==> src/rtl/elm_pkg.sv <==
// Shared definitions for the ELM MAC sequencer: FSM state codes, default layer sizes
// and layer_sel encodings.
package elm_pkg;

  localparam int unsigned N_IN_DEF  = 784;
  localparam int unsigned N_HID_DEF = 128;
  localparam int unsigned N_OUT_DEF = 10;

  // Bit 2 set marks the layer-2 states.
  localparam logic [2:0] S_IDLE     = 3'd0;
  localparam logic [2:0] S_L1_RUN   = 3'd1;
  localparam logic [2:0] S_L1_DRAIN = 3'd2;
  localparam logic [2:0] S_L1_WAIT  = 3'd3;
  localparam logic [2:0] S_L2_RUN   = 3'd4;
  localparam logic [2:0] S_L2_DRAIN = 3'd5;
  localparam logic [2:0] S_L2_WR    = 3'd6;
  localparam logic [2:0] S_L2_DONE  = 3'd7;

  localparam logic LSEL_L1 = 1'b0;
  localparam logic LSEL_L2 = 1'b1;

  function automatic logic is_l2_state(input logic [2:0] s);
    return s[2];
  endfunction

  function automatic logic is_run_state(input logic [2:0] s);
    return (s == S_L1_RUN) || (s == S_L2_RUN);
  endfunction

endpackage

==> src/rtl/elm_seq_delay.sv <==
// MEM_LAT-deep shift register carrying {valid, first} so the accumulate strobes line up
// with data returning from the weight and operand memories.
module elm_seq_delay
  import elm_pkg::*;
#(
  parameter int unsigned DEPTH = 1
) (
  input  logic clk,
  input  logic rst,
  input  logic clr_i,
  input  logic valid_i,
  input  logic first_i,
  output logic valid_o,
  output logic first_o
);

  logic [DEPTH-1:0] valid_q;
  logic [DEPTH-1:0] first_q;

  always_ff @(posedge clk or negedge rst) begin
    if (!rst) begin
      valid_q <= '0;
      first_q <= '0;
    end else if (clr_i) begin
      valid_q <= '0;
      first_q <= '0;
    end else begin
      valid_q <= (valid_q << 1) | DEPTH'(valid_i);
      first_q <= (first_q << 1) | DEPTH'(first_i);
    end
  end

  assign valid_o = valid_q[DEPTH-1];
  assign first_o = first_q[DEPTH-1];

endmodule

==> src/rtl/elm_mac_sequencer.sv <==
// Address/strobe sequencer for the shared ELM multiply-accumulate datapath.
// Optional cycle counter port perf_cycles is built when ELM_MAC_SEQ_PERF_EN is defined.
//
// state      | meaning
// IDLE       | no run; may hold w10mul flags until start_w10mul drops
// L1_RUN     | one layer-1 read beat per cycle, i = 0..N_IN-1
// L1_DRAIN   | MEM_LAT+1 cycles for the pipeline and accumulator to settle
// L1_WAIT    | hidden sum j complete, waiting for store_hlout
// L2_RUN     | one layer-2 read beat per cycle, j = 0..N_HID-1
// L2_DRAIN   | as L1_DRAIN, for layer 2
// L2_WR      | one-cycle write strobe for output k
// L2_DONE    | all outputs written, waiting for start_w21mul to drop
module elm_mac_sequencer
  import elm_pkg::*;
#(
  parameter int unsigned N_IN    = N_IN_DEF,
  parameter int unsigned N_HID   = N_HID_DEF,
  parameter int unsigned N_OUT   = N_OUT_DEF,
  parameter int unsigned MEM_LAT = 1,
  parameter int unsigned AW      = 17,
  parameter int unsigned IW      = 10
) (
  input  logic          clk,
  input  logic          rst,
  input  logic          start_w10mul,
  input  logic          store_hlout,
  input  logic          start_w21mul,
  output logic          layer_sel,
  output logic          rd_en,
  output logic [AW-1:0] w_addr,
  output logic [IW-1:0] src_addr,
  output logic          acc_en,
  output logic          acc_first,
  output logic [IW-1:0] neuron_idx,
  output logic          out_wr_en,
  output logic          w10mulpart_done,
  output logic          w10mul_done,
`ifdef ELM_MAC_SEQ_PERF_EN
  output logic          w21mul_done,
  output logic [31:0]   perf_cycles
`else
  output logic          w21mul_done
`endif
);

  if (MEM_LAT < 1 || MEM_LAT > 3) begin : g_chk_lat
    $error("elm_mac_sequencer: MEM_LAT must be in 1..3");
  end
  if (((64'd1 << AW) < 64'(N_IN) * 64'(N_HID)) ||
      ((64'd1 << AW) < 64'(N_HID) * 64'(N_OUT))) begin : g_chk_aw
    $error("elm_mac_sequencer: AW too narrow for weight memory");
  end
  if (((64'd1 << IW) < 64'(N_IN)) || ((64'd1 << IW) < 64'(N_HID))) begin : g_chk_iw
    $error("elm_mac_sequencer: IW too narrow for operand index");
  end

  localparam logic [IW-1:0] I_LAST     = IW'(N_IN - 1);
  localparam logic [IW-1:0] J_LAST     = IW'(N_HID - 1);
  localparam logic [IW-1:0] K_LAST     = IW'(N_OUT - 1);
  localparam logic [1:0]    DRAIN_LOAD = 2'(MEM_LAT);

  logic [2:0]    state_q, state_d;
  logic [IW-1:0] i_q, i_d;
  logic [IW-1:0] j_q, j_d;
  logic [IW-1:0] k_q, k_d;
  logic [AW-1:0] w_q, w_d;
  logic [1:0]    drain_q, drain_d;
  logic          hold_q, hold_d;

  logic in_l1, in_l2, run_req, abort;
  logic first_beat, dly_clr, dly_valid, dly_first;

  assign in_l1   = (state_q == S_L1_RUN) || (state_q == S_L1_DRAIN) || (state_q == S_L1_WAIT);
  assign in_l2   = is_l2_state(state_q);
  assign run_req = (in_l1 & start_w10mul) | (in_l2 & start_w21mul);
  assign abort   = (state_q != S_IDLE) && !run_req;

  always_comb begin
    state_d = state_q;
    i_d     = i_q;
    j_d     = j_q;
    k_d     = k_q;
    w_d     = w_q;
    drain_d = drain_q;
    hold_d  = hold_q;

    case (state_q)
      S_IDLE: begin
        // A finished layer 1 keeps its flags up until the FSM releases start_w10mul.
        if (!(hold_q && start_w10mul)) begin
          hold_d = 1'b0;
          if (start_w10mul) begin
            state_d = S_L1_RUN;
            w_d     = '0;
          end else if (start_w21mul) begin
            state_d = S_L2_RUN;
            w_d     = '0;
          end
        end
      end
      S_L1_RUN: begin
        w_d = w_q + AW'(1);
        if (i_q == I_LAST) begin
          i_d     = '0;
          drain_d = DRAIN_LOAD;
          state_d = S_L1_DRAIN;
        end else begin
          i_d = i_q + IW'(1);
        end
      end
      S_L1_DRAIN: begin
        if (drain_q == 2'd0) state_d = S_L1_WAIT;
        else                 drain_d = drain_q - 2'd1;
      end
      S_L1_WAIT: begin
        if (store_hlout) begin
          if (j_q == J_LAST) begin
            state_d = S_IDLE;
            hold_d  = 1'b1;
          end else begin
            j_d     = j_q + IW'(1);
            state_d = S_L1_RUN;
          end
        end
      end
      S_L2_RUN: begin
        w_d = w_q + AW'(1);
        if (j_q == J_LAST) begin
          j_d     = '0;
          drain_d = DRAIN_LOAD;
          state_d = S_L2_DRAIN;
        end else begin
          j_d = j_q + IW'(1);
        end
      end
      S_L2_DRAIN: begin
        if (drain_q == 2'd0) state_d = S_L2_WR;
        else                 drain_d = drain_q - 2'd1;
      end
      S_L2_WR: begin
        if (k_q == K_LAST) begin
          state_d = S_L2_DONE;
        end else begin
          k_d     = k_q + IW'(1);
          state_d = S_L2_RUN;
        end
      end
      S_L2_DONE: begin
        state_d = S_L2_DONE;
      end
      default: begin
        state_d = S_IDLE;
      end
    endcase

    if (abort) begin
      state_d = S_IDLE;
      hold_d  = 1'b0;
    end

    if (state_d == S_IDLE) begin
      i_d     = '0;
      j_d     = '0;
      k_d     = '0;
      w_d     = '0;
      drain_d = '0;
    end
  end

  always_ff @(posedge clk or negedge rst) begin
    if (!rst) begin
      state_q <= S_IDLE;
      i_q     <= '0;
      j_q     <= '0;
      k_q     <= '0;
      w_q     <= '0;
      drain_q <= '0;
      hold_q  <= 1'b0;
    end else begin
      state_q <= state_d;
      i_q     <= i_d;
      j_q     <= j_d;
      k_q     <= k_d;
      w_q     <= w_d;
      drain_q <= drain_d;
      hold_q  <= hold_d;
    end
  end

  assign first_beat = (state_q == S_L1_RUN) ? (i_q == '0) : (j_q == '0);
  assign dly_clr    = (state_d == S_IDLE);

  elm_seq_delay #(
    .DEPTH (MEM_LAT)
  ) u_delay (
    .clk     (clk),
    .rst     (rst),
    .clr_i   (dly_clr),
    .valid_i (rd_en),
    .first_i (first_beat),
    .valid_o (dly_valid),
    .first_o (dly_first)
  );

  // Strobes are gated by the live request so an abort silences them in the same cycle.
  assign rd_en           = run_req && is_run_state(state_q);
  assign acc_en          = run_req && dly_valid;
  assign acc_first       = acc_en && dly_first;
  assign out_wr_en       = run_req && (state_q == S_L2_WR);
  assign w10mulpart_done = (run_req && (state_q == S_L1_WAIT)) || hold_q;
  assign w10mul_done     = (run_req && (state_q == S_L1_WAIT) && (j_q == J_LAST)) || hold_q;
  assign w21mul_done     = run_req && (state_q == S_L2_DONE);

  assign layer_sel  = in_l2 ? LSEL_L2 : LSEL_L1;
  assign w_addr     = w_q;
  assign src_addr   = in_l2 ? j_q : i_q;
  assign neuron_idx = in_l2 ? k_q : j_q;

`ifdef ELM_MAC_SEQ_PERF_EN
  logic [31:0] perf_q;

  always_ff @(posedge clk or negedge rst) begin
    if (!rst) begin
      perf_q <= '0;
    end else if (state_q == S_IDLE) begin
      if (state_d != S_IDLE) perf_q <= '0;
    end else if (perf_q != '1) begin
      perf_q <= perf_q + 32'd1;
    end
  end

  assign perf_cycles = perf_q;
`endif

endmodule

==> config.mk <==
export PLATFORM = sky130hd
export DESIGN_NAME = elm_mac_sequencer
export DESIGN_NICKNAME = d
export VERILOG_FILES = /design/src/rtl/elm_pkg.sv /design/src/rtl/elm_seq_delay.sv /design/src/rtl/elm_mac_sequencer.sv
export SDC_FILE = /design/constraint.sdc
export NUM_CORES = 1
export LEC_CHECK = 0
export ABC_AREA = 1
export BUFFER_PORTS_ARGS = -buffer_cell sky130_fd_sc_hd__clkbuf_2
export CELL_PAD_IN_SITES_DETAIL_PLACEMENT = 1
export CELL_PAD_IN_SITES_GLOBAL_PLACEMENT = 1
export CORE_UTILIZATION = 45
export DETAILED_ROUTE_END_ITERATION = 12
export PLACE_DENSITY_LB_ADDON = 0.08
export SYNTH_ARGS = -nofsm -noshare
export SYNTH_HDL_FRONTEND = slang
export SYNTH_HIERARCHICAL = 1
export SYNTH_SLANG_ARGS = --single-unit
==> constraint.sdc <==
create_clock -name clk -period 3.1 [get_ports clk]
set_clock_uncertainty 0.1 [all_clocks]
set_input_delay 0.31 -clock clk [delete_from_list [all_inputs] [get_ports clk]]
set_output_delay 0.31 -clock clk [all_outputs]
set_load 0.01 [all_outputs]
==> metrics.txt, run 1 <==
status finished clean; Main synth FF type dfrtp_1; vias in the first global route ~3600; drt total wl ~10 mm; final critical-path required period 2.75 ns; Tot GR Track Use 0.271; crit path capture type output port; insertion delay to the later sink of the worst-skew pair approximately 0.32 ns; crit path DAT roughly 2.3 ns; drt first pass iters 4; Syn Std Cell Area between 3000 and 4000 um^2; Final Power ~2100 uW; nets just under 600; GR Layer Usage met3 0.0230; CTS tree done; Tcrit/Tclk final 0.889; Clock Tree Buf Depth 2; P&R area growth vs syn 11.6%; GRT overflow 0; # setup viols final 0; clock slew at reported path FFs between 0.1 and 0.15 ns; Site Rows 32; Core Box Area a little under 8000 um^2; Starting Density 0.470; Avg Cell Area, Syn approximately 7 um^2; gpl congestion between 0.8 and 0.9; Tightest Hold Check Type in2reg; Post-CTS Setup Inserts 0; actual slew at the worst max-slew pin a little over 0.8 ns; CTS root buf clkbuf_8; R2R Setup Slk about 0.36 ns; 1st-iter DRT viols between 100 and 150; routing usage on met2 0.461; share of cells above drive strength 1 0.148; P per Cell Area 520 nW/um^2; hold endpoint state_q[2]; relative slew slack 0.450; H-tree Lvls 2; RR Endpoint u_delay/first_o; Hold Path Stages 4; top post-synthesis cells by area dfrtp_1, nand2_1, nand3_1; Most Crowded Layer GR met2; sequential fraction of the synthesis area 0.375; number of buffers added on ports approximately 50; initial antenna violation count 0; CTS buffer count 5; Req. time, crit path 2.69 ns; Max Cap Viol 0; Reg2Reg Launch Point j_q[0]; routed vias/inst about 5.3; vias ~3500; Setup TNS 0 ns; Inserted Diodes 0; Max Fclk about 0.36 GHz; Async S/R FF share, synth 1.00; Mapped Nets around 530; Leakage around 0.0021 uW; Min Hold Slack ~0.23 ns; CP Launch Type flop; die span in y 92.3 um; critical path fanouts, max 11; DR DRC count 0; clk sinks 55; Gate Count Post-Synth ~520; Ys Warns 6; R2R depth 12; Netlist cell types 35; GRT met1 Usage 0.377; WL/cell around 16 um; hold_sp start_w10mul; Final Hold Fails 0; largest net degree at the start of global routing 47; fin worst setup slack 0.345 ns; area leader, netlist dfrtp_1; Max VDD drop between 0.0003 and 0.0004 V; RSZ-0062 raised after global routing false; number of synthesized register bits 55; Synth top area share 0.375; Post-synth EDFFs 0; Antenna Nets Post-Route 0; Worst Path Class, Setup reg2out; Die Wd 92.3 um; Die ar. between 8000 and 9000 um^2; Max Slew Vio Count 0; first-pass GRT wire length ~18 mm; hpwl dp about 8 mm; Ports 50; dpl ws 0.407 ns
cell families after synthesis:
group / after synthesis / synth area share
AO/OA/AOI/OAI: 47 / 0.0744
XOR/XNOR: 22 / 0.0525
adder cells (fa/ha/maj): 8 / 0.0273
buffers and inverters: 84 / 0.102
flip-flops: 55 / 0.375
AND/OR/NAND/NOR: 303 / 0.369
worst max path at each step:
stage / startpoint / end / cells after the start
6_report: state_q[2] / rd_en / 6
5_1_grt: j_q[0] / k_q[1] / 11
4_1_cts: state_q[2] / rd_en / 6
3_5_place_dp: j_q[0] / u_delay/first_o / 12
3_3_place_gp: j_q[0] / k_q[7] / 12
2_1_floorplan: j_q[0] / k_q[7] / 13
where the power goes:
part           switching (uW)  internal (uW)  total (uW)
sequential               57.9            762         820
combinational             610            184         793
clock                     269            246         514
total                     936           1190        2130
routing by layer:
layer,share of wire,wire length [um]
met5,0,0
met4,0.0091,95
met3,0.029,302
met2,0.49,5160
met1,0.47,4910
worst max-delay path, cell delays in order (launching register included):
cell and delay [ns]:
dfrtp_1 0.52, nor3_4 0.53, inv_1 0.35, nand2_1 0.19, nand2_1 0.11, inv_1 0.16, clkbuf_2 0.16
cells in the final DEF (no fill, tap or decap), types with 4 or more instances in the layout:
master	netlist	final
nor2_1	53	53
nand3b_1	4	4
nand2_1	134	134
ha_1	8	8
nand3_1	70	70
xor2_1	17	17
dfrtp_1	55	55
buf_4	0	4
nand4_1	10	10
or2_2	6	6
inv_1	69	69
o21ai_0	31	31
nor2_2	9	9
nor3_1	9	9
clkbuf_8	1	5
clkbuf_2	0	49
xnor2_1	5	5
a21oi_1	7	7
per-stage QoR:
step | std cells | instance area [um^2] | utilization
after detailed placement | 661 | 3970 | 0.508
after floorplan | 519 | 3670 | -
final | 670 | 4090 | 0.524
after global routing | 670 | 4090 | 0.524
after CTS | 670 | 4090 | 0.524
after global placement | 661 | 3970 | 0.508
registers in the layout, indices dropped and copies added, names as in the netlist:
register	cells
drain_q	2
hold_q	1
i_q	10
j_q	10
k_q	10
state_q	3
u_delay/first_o	1
u_delay/valid_o	1
w_addr	17
synthesized netlist by cell type, types with 3 or more instances:
master	count
nand2_1	134
or2_2	6
nor4_1	3
nor2_1	53
xor2_1	17
inv_1	69
o22ai_1	3
buf_2	3
buf_6	4
a21oi_1	7
nor2_2	9
clkbuf_1	4
dfrtp_1	55
o21ai_0	31
nand4_1	10
nand3_1	70
nor3_1	9
nand3b_1	4
xnor2_1	5
ha_1	8
repair_timing:
item                                   CTS  global route
hold buffers                             1             0
setup endpoints to repair                0             0
endpoints found under the hold margin   23             0
gates resized for setup                  0             0
cell type report:
| cell class | count | area [um^2] |
|---|---|---|
| Inverter | 71 | 269 |
| Tap cell | 102 | 128 |
| Fill cell | 1074 | 3710 |
| Multi-Input combinational cell | 380 | 1920 |
| Clock inverter | 3 | 47.5 |
| Timing Repair Buffer | 54 | 285 |
| Clock buffer | 5 | 68.8 |
| Sequential cell | 55 | 1380 |
Power figures use the tool's default switching activity.
==> run 2, diff against run 1 <==
Settings changed: CTS_CLUSTER_SIZE set to 8, RECOVER_POWER set to 50.
==> run 2 against run 1 <==
Effect of this change:
- clock power decreased by 0.8%
- global-route usage is the same
- design area fell by 1.0%
- sequential power about the same
- non-clock buffer count did not move
==> metrics.txt, run 2 (synthesis results as in run 1) <==
CTS root buf clkbuf_8; Net Sw Power 928 uW (-0.88%); P per Cell Area 521 nW/um^2 (+0.33%); R2R Setup Slk 0.37 ns (about the same); P&R area growth vs syn 10.5%; crit path DAT 2.38 ns (+0.04 ns); Antenna Nets Post-Route 0 (unchanged); Max Slew Vio Count 0 (unchanged); RSZ-0062 raised after global routing false; relative slew slack 0.0256 (-0.424); sequential power share 0.387 (+0.002); WL/cell 15.6 um (-0.22%); Die Wd 92.3 um (unchanged); Final Power 2110 uW (-0.68%); register area 1380 um^2 (unchanged); Site Rows 32 (unchanged); insertion delay to the later sink of the worst-skew pair 0.32 ns (about the same); Max Fclk 0.359 GHz (-1.1%); largest net degree at the start of global routing 47 (unchanged); Tcrit/Tclk final 0.899 (+0.00995); Core Box Area 7810 um^2 (unchanged); # setup viols final 0 (unchanged); Die ar. 8520 um^2 (unchanged); max reg flops 17 (unchanged); first-pass GRT wire length 18.3 mm (unchanged); clock group share of total power 0.241 (about the same); clock slew at reported path FFs 0.10 ns (about the same); sw frac 0.439 (-0.000886); share of cells above drive strength 1 0.106 (-0.0423); Max stage delay on crit path 0.55 ns (+0.02 ns); die span in y 92.3 um (unchanged); Hold Path Stages 4 (unchanged); gpl congestion 0.882 (unchanged); hold_sp start_w10mul; drt first pass iters 4 (unchanged); area of the multi-input gates 1910 um^2 (-0.39%); Max Cap Viol 0 (unchanged); CP max-delay cell nor3_4; drt total wl 10.4 mm (-0.22%); Starting Density 0.470 (unchanged); Inserted Diodes 0 (unchanged); CP Launch Type flop; GRT overflow 0 (unchanged); most common cell after layout, fill and taps aside nand2_1; R2R depth 12 (unchanged); RR Endpoint u_delay/first_o; Pint 1190 uW (-0.53%); actual slew at the worst max-slew pin 1.46 ns (+0.636 ns); vias 3553 (+0.14%); Tot GR Track Use 0.271 (unchanged); fin worst setup slack 0.314 ns (-0.0308 ns); Leakage 0.00206 uW (-3.8%); Setup TNS 0 ns (unchanged); Clock Tree Buf Depth 2 (unchanged); most frequent cells in the layout nand2_1, nand3_1, inv_1; DR DRC count 0 (unchanged); CTS buffer count 5 (unchanged); crit path capture type output port; critical path fanouts, max 11 (unchanged); Post-CTS Setup Inserts 0 (unchanged); Worst Path Class, Setup reg2out; final critical-path required period 2.79 ns (+0.0308 ns); Req. time, crit path 2.69 ns (about the same); initial antenna violation count 0 (unchanged); clk sinks 55 (unchanged); dpl ws 0.407 ns (unchanged); CTS tree done; hpwl dp 7.92 mm (unchanged); status finished clean; nets 580 (unchanged); Final Hold Fails 0 (unchanged); vias in the first global route 3643 (unchanged); hold endpoint state_q[2]; Filler cells 1084 (+0.93%); CP Cell Sequence nor3_4 -> inv_1 -> nand2_1 -> nand2_1 -> inv_1 -> clkbuf_2; 1st-iter DRT viols 144 (-0.69%); Tightest Hold Check Type in2reg; Ports 50 (unchanged); Reg2Reg Launch Point j_q[0]; H-tree Lvls 2 (unchanged); number of buffers added on ports 49 (unchanged); routed vias/inst 5.30 (+0.14%); Logic pwr share 0.372 (about the same); Max VDD drop 0.000310 V (-1.3%)
[run 2: cell count changes in the layout (fill, tap and decap cells not counted)]
cell,delta
nor2_4,-1
clkbuf_2,-21
nor2_1,+1
clkbuf_1,+23
buf_4,-2
[run 2: power groups by stage]
stage          Combinational [uW]  Clock [uW]  Sequential [uW]
2_1_floorplan                 649           0              824
3_3_place_gp                  762           0              829
3_5_place_dp                  790           0              832
4_1_cts                       802         529              820
5_1_grt                       896         550              825
6_report                      787         510              817
[run 2: cell type report]
class,count,area share
multi-input cells,380,0.472
repair buffers,54,0.0621
clock inverters,3,0.0117
inverters,71,0.0664
flip-flops and latches,55,0.340
well taps,102,0.0315
clock buffers,5,0.0170
[run 2: metal layers]
metal,routed length [um],track usage,vias to the layer above
met4,112,0.0599,0
li1,-,-,1757
met1,4870,0.377,1731
met2,5190,0.461,54
met3,273,0.0230,11
met5,0,0,-
[run 2: timing repair]
item	4_1_cts	5_1_grt
hold endpoints to repair	23	0
hold buffers	1	0
gates resized for setup	0	0
[run 2: metrics by stage]
step	instance area (um^2)	util	std cells	hold slack [ns]
6_report	4050	0.519	670	0.227
5_1_grt	4050	0.519	670	0.241
4_1_cts	4090	0.524	670	0.221
3_5_place_dp	3970	0.508	661	0.272
3_3_place_gp	3970	0.508	661	0.273
2_1_floorplan	3670	-	519	-0.0856
[run 2: worst max path at each step]
stage               cells after the start  startpoint               to
floorplan                              13      j_q[0]           k_q[7]
global placement                       12      j_q[0]           k_q[7]
detailed placement                     12      j_q[0]  u_delay/first_o
CTS                                     6  state_q[2]            rd_en
global route                           11      j_q[0]           k_q[1]
finish                                  6  state_q[2]            rd_en
[run 2: worst max-delay path: cells and delay by family (launching register included)]
family | cells | cell delay [ns]
flops | 1 | 0.52
buf+inv | 3 | 0.68
simple gates | 3 | 0.85
==> run 3, diff against run 2 <==
Settings changed: CORE_MARGIN set to 2, CORE_UTILIZATION 45 to 40.
==> run 3 against run 2 <==
Effect of this change:
- utilization decreased by 5.8 points
- first-iteration DRC count decreased by 44%
- final cell count increased by 0.75%
- count of clock-buffer cells in the layout increased by 1
- power increased by 1.5%
- design area increased by 0.12%
- sequential power about the same
- clock power increased by 2%
- fmax decreased by 1.0%
- combinational power increased by 3.0%
- largest cell class unchanged
- highest routed layer unchanged
==> metrics.txt, run 3 (synthesis results as in run 1) <==
status finished clean; Leakage 0.00206 uW (+0.38%); Tcrit/Tclk final 0.908 (+0.00917); hold endpoint state_q[2]; Site Rows 34 (+6.3%); P per Cell Area 528 nW/um^2 (+1.3%); RR Endpoint i_q[2]; actual slew at the worst max-slew pin 1.47 ns (+0.00453 ns); GRT overflow 0 (unchanged); H-tree Lvls 2 (unchanged); dpl cells 667 (+0.91%); hold_sp start_w10mul; Ports 50 (unchanged); hpwl dp 7.96 mm (+0.57%); final critical-path required period 2.81 ns (+0.0284 ns); Req. time, crit path 2.69 ns (about the same); largest net degree at the start of global routing 56 (+19%); Core Box Area 8810 um^2 (+13%); CP Cell Sequence nor3_4 -> inv_1 -> nand2_1 -> nand2_1 -> inv_1 -> clkbuf_2; Die ar. 9950 um^2 (+17%); CTS root buf clkbuf_8; CTS tree done; Core Util, Final 0.461 (-0.0583); Max VDD drop 0.000274 V (-12%); clk sinks 55 (unchanged); nets 579 (-0.17%); Max Fclk 0.355 GHz (-1.0%); Post-CTS Setup Inserts 0 (unchanged); CP bufs+invs 3 (unchanged); vias 3545 (-0.23%); first-pass GRT wire length 18.2 mm (-0.34%); Starting Density 0.417 (-0.0533); placed cell areas 3980 um^2 (+0.19%); Antenna Nets Post-Route 0 (unchanged); Final Hold Fails 0 (unchanged); # setup viols final 0 (unchanged); Inserted Diodes 0 (unchanged); Setup TNS 0 ns (unchanged); crit path capture type output port; most common cell after layout, fill and taps aside nand2_1; die span in y 99.8 um (+8.1%); Top delay family on crit path simple AND/OR/NAND/NOR gates; Hold Path Stages 4 (unchanged); gpl congestion 0.883 (+0.18%); P&R area growth vs syn 10.6%; CP max-delay cell nor3_4; post-route insts no fill 675 (+0.75%); Final Power 2140 uW (+1.5%); crit path DAT 2.40 ns (+0.02 ns); share of cells above drive strength 1 0.111 (+0.00548); Max Cap Viol 0 (unchanged); DR DRC count 0 (unchanged); R2R depth 12 (unchanged); CTS buffer count 5 (unchanged); WL/cell 15.6 um (+0.29%); Clock Tree Buf Depth 2 (unchanged); max reg flops 17 (unchanged); CTS Hold Bufs 0 (-1); Max Slew Vio Count 0 (unchanged); CP Launch Type flop; Tightest Hold Check Type in2reg; Reg2Reg Launch Point state_q[2]; clock slew at reported path FFs 0.10 ns (about the same); initial antenna violation count 0 (unchanged); relative slew slack 0.0225 (-0.00302); Max stage delay on crit path 0.53 ns (-0.02 ns); critical path fanouts, max 11 (unchanged); Filler cells 1189 (+9.7%); design area 4060 um^2 (+0.12%); R2R Setup Slk 0.53 ns (+0.16 ns); vias in the first global route 3754 (+3.0%); drt first pass iters 4 (unchanged); drt total wl 10.5 mm (+1.0%); insertion delay to the later sink of the worst-skew pair 0.32 ns (about the same); routed vias/inst 5.25 (-0.96%); Worst Path Class, Setup reg2out; most frequent cells in the layout nand2_1, nand3_1, inv_1; Tot GR Track Use 0.225 (-0.0459); RSZ-0062 raised after global routing false; Die Wd 99.8 um (+8.1%); Post-CTS Resized 0 (unchanged); 1st-iter DRT viols 81 (-44%); number of buffers added on ports 49 (unchanged)
run 3: worst max-delay path by stage:
stage	from	end	cells after the start
after floorplan	j_q[0]	k_q[7]	13
after global placement	state_q[2]	i_q[2]	12
after detailed placement	state_q[2]	i_q[2]	12
after CTS	state_q[1]	rd_en	6
after global routing	state_q[2]	rd_en	6
final	state_q[2]	rd_en	6
run 3: power breakdown:
group / internal, uW / switching (uW) / total [uW]
Sequential: 762 / 53.2 / 815
Combinational: 187 / 624 / 811
Clock: 262 / 255 / 518
Total: 1210 / 933 / 2140
run 3: tightest hold or removal path, delay by kind of cell:
family	cells	cell delay (ns)
buffers and inverters	1	0.09
and+or+nand+nor	3	0.18
run 3: per-layer routing:
layer | share of wire | track usage | vias to the layer above
met4 | 0.0056 | 0.0295 | 0
met1 | 0.49 | 0.308 | 1726
met2 | 0.48 | 0.399 | 60
met5 | 0 | 0 | -
li1 | - | - | 1754
met3 | 0.024 | 0.0211 | 5
run 3: cell type report:
class                           instances  area (um^2)  share of cell area
Clock inverter                          2         35.0             0.00863
Timing Repair Buffer                   53          248              0.0611
Multi-Input combinational cell        380         1910               0.471
Sequential cell                        55         1380               0.339
Tap cell                              108          135              0.0333
Inverter                               71          269              0.0663
Clock buffer                            6         82.6              0.0204
run 3: through the flow:
| step | worst slack [ns] | hold slack (ns) |
|---|---|---|
| 2_1_floorplan | 1.17 | -0.0856 |
| 5_1_grt | 0.0621 | 0.242 |
| 6_report | 0.286 | 0.218 |
| 4_1_cts | 0.256 | 0.0763 |
| 3_3_place_gp | 0.634 | 0.405 |
| 3_5_place_dp | 0.563 | 0.422 |
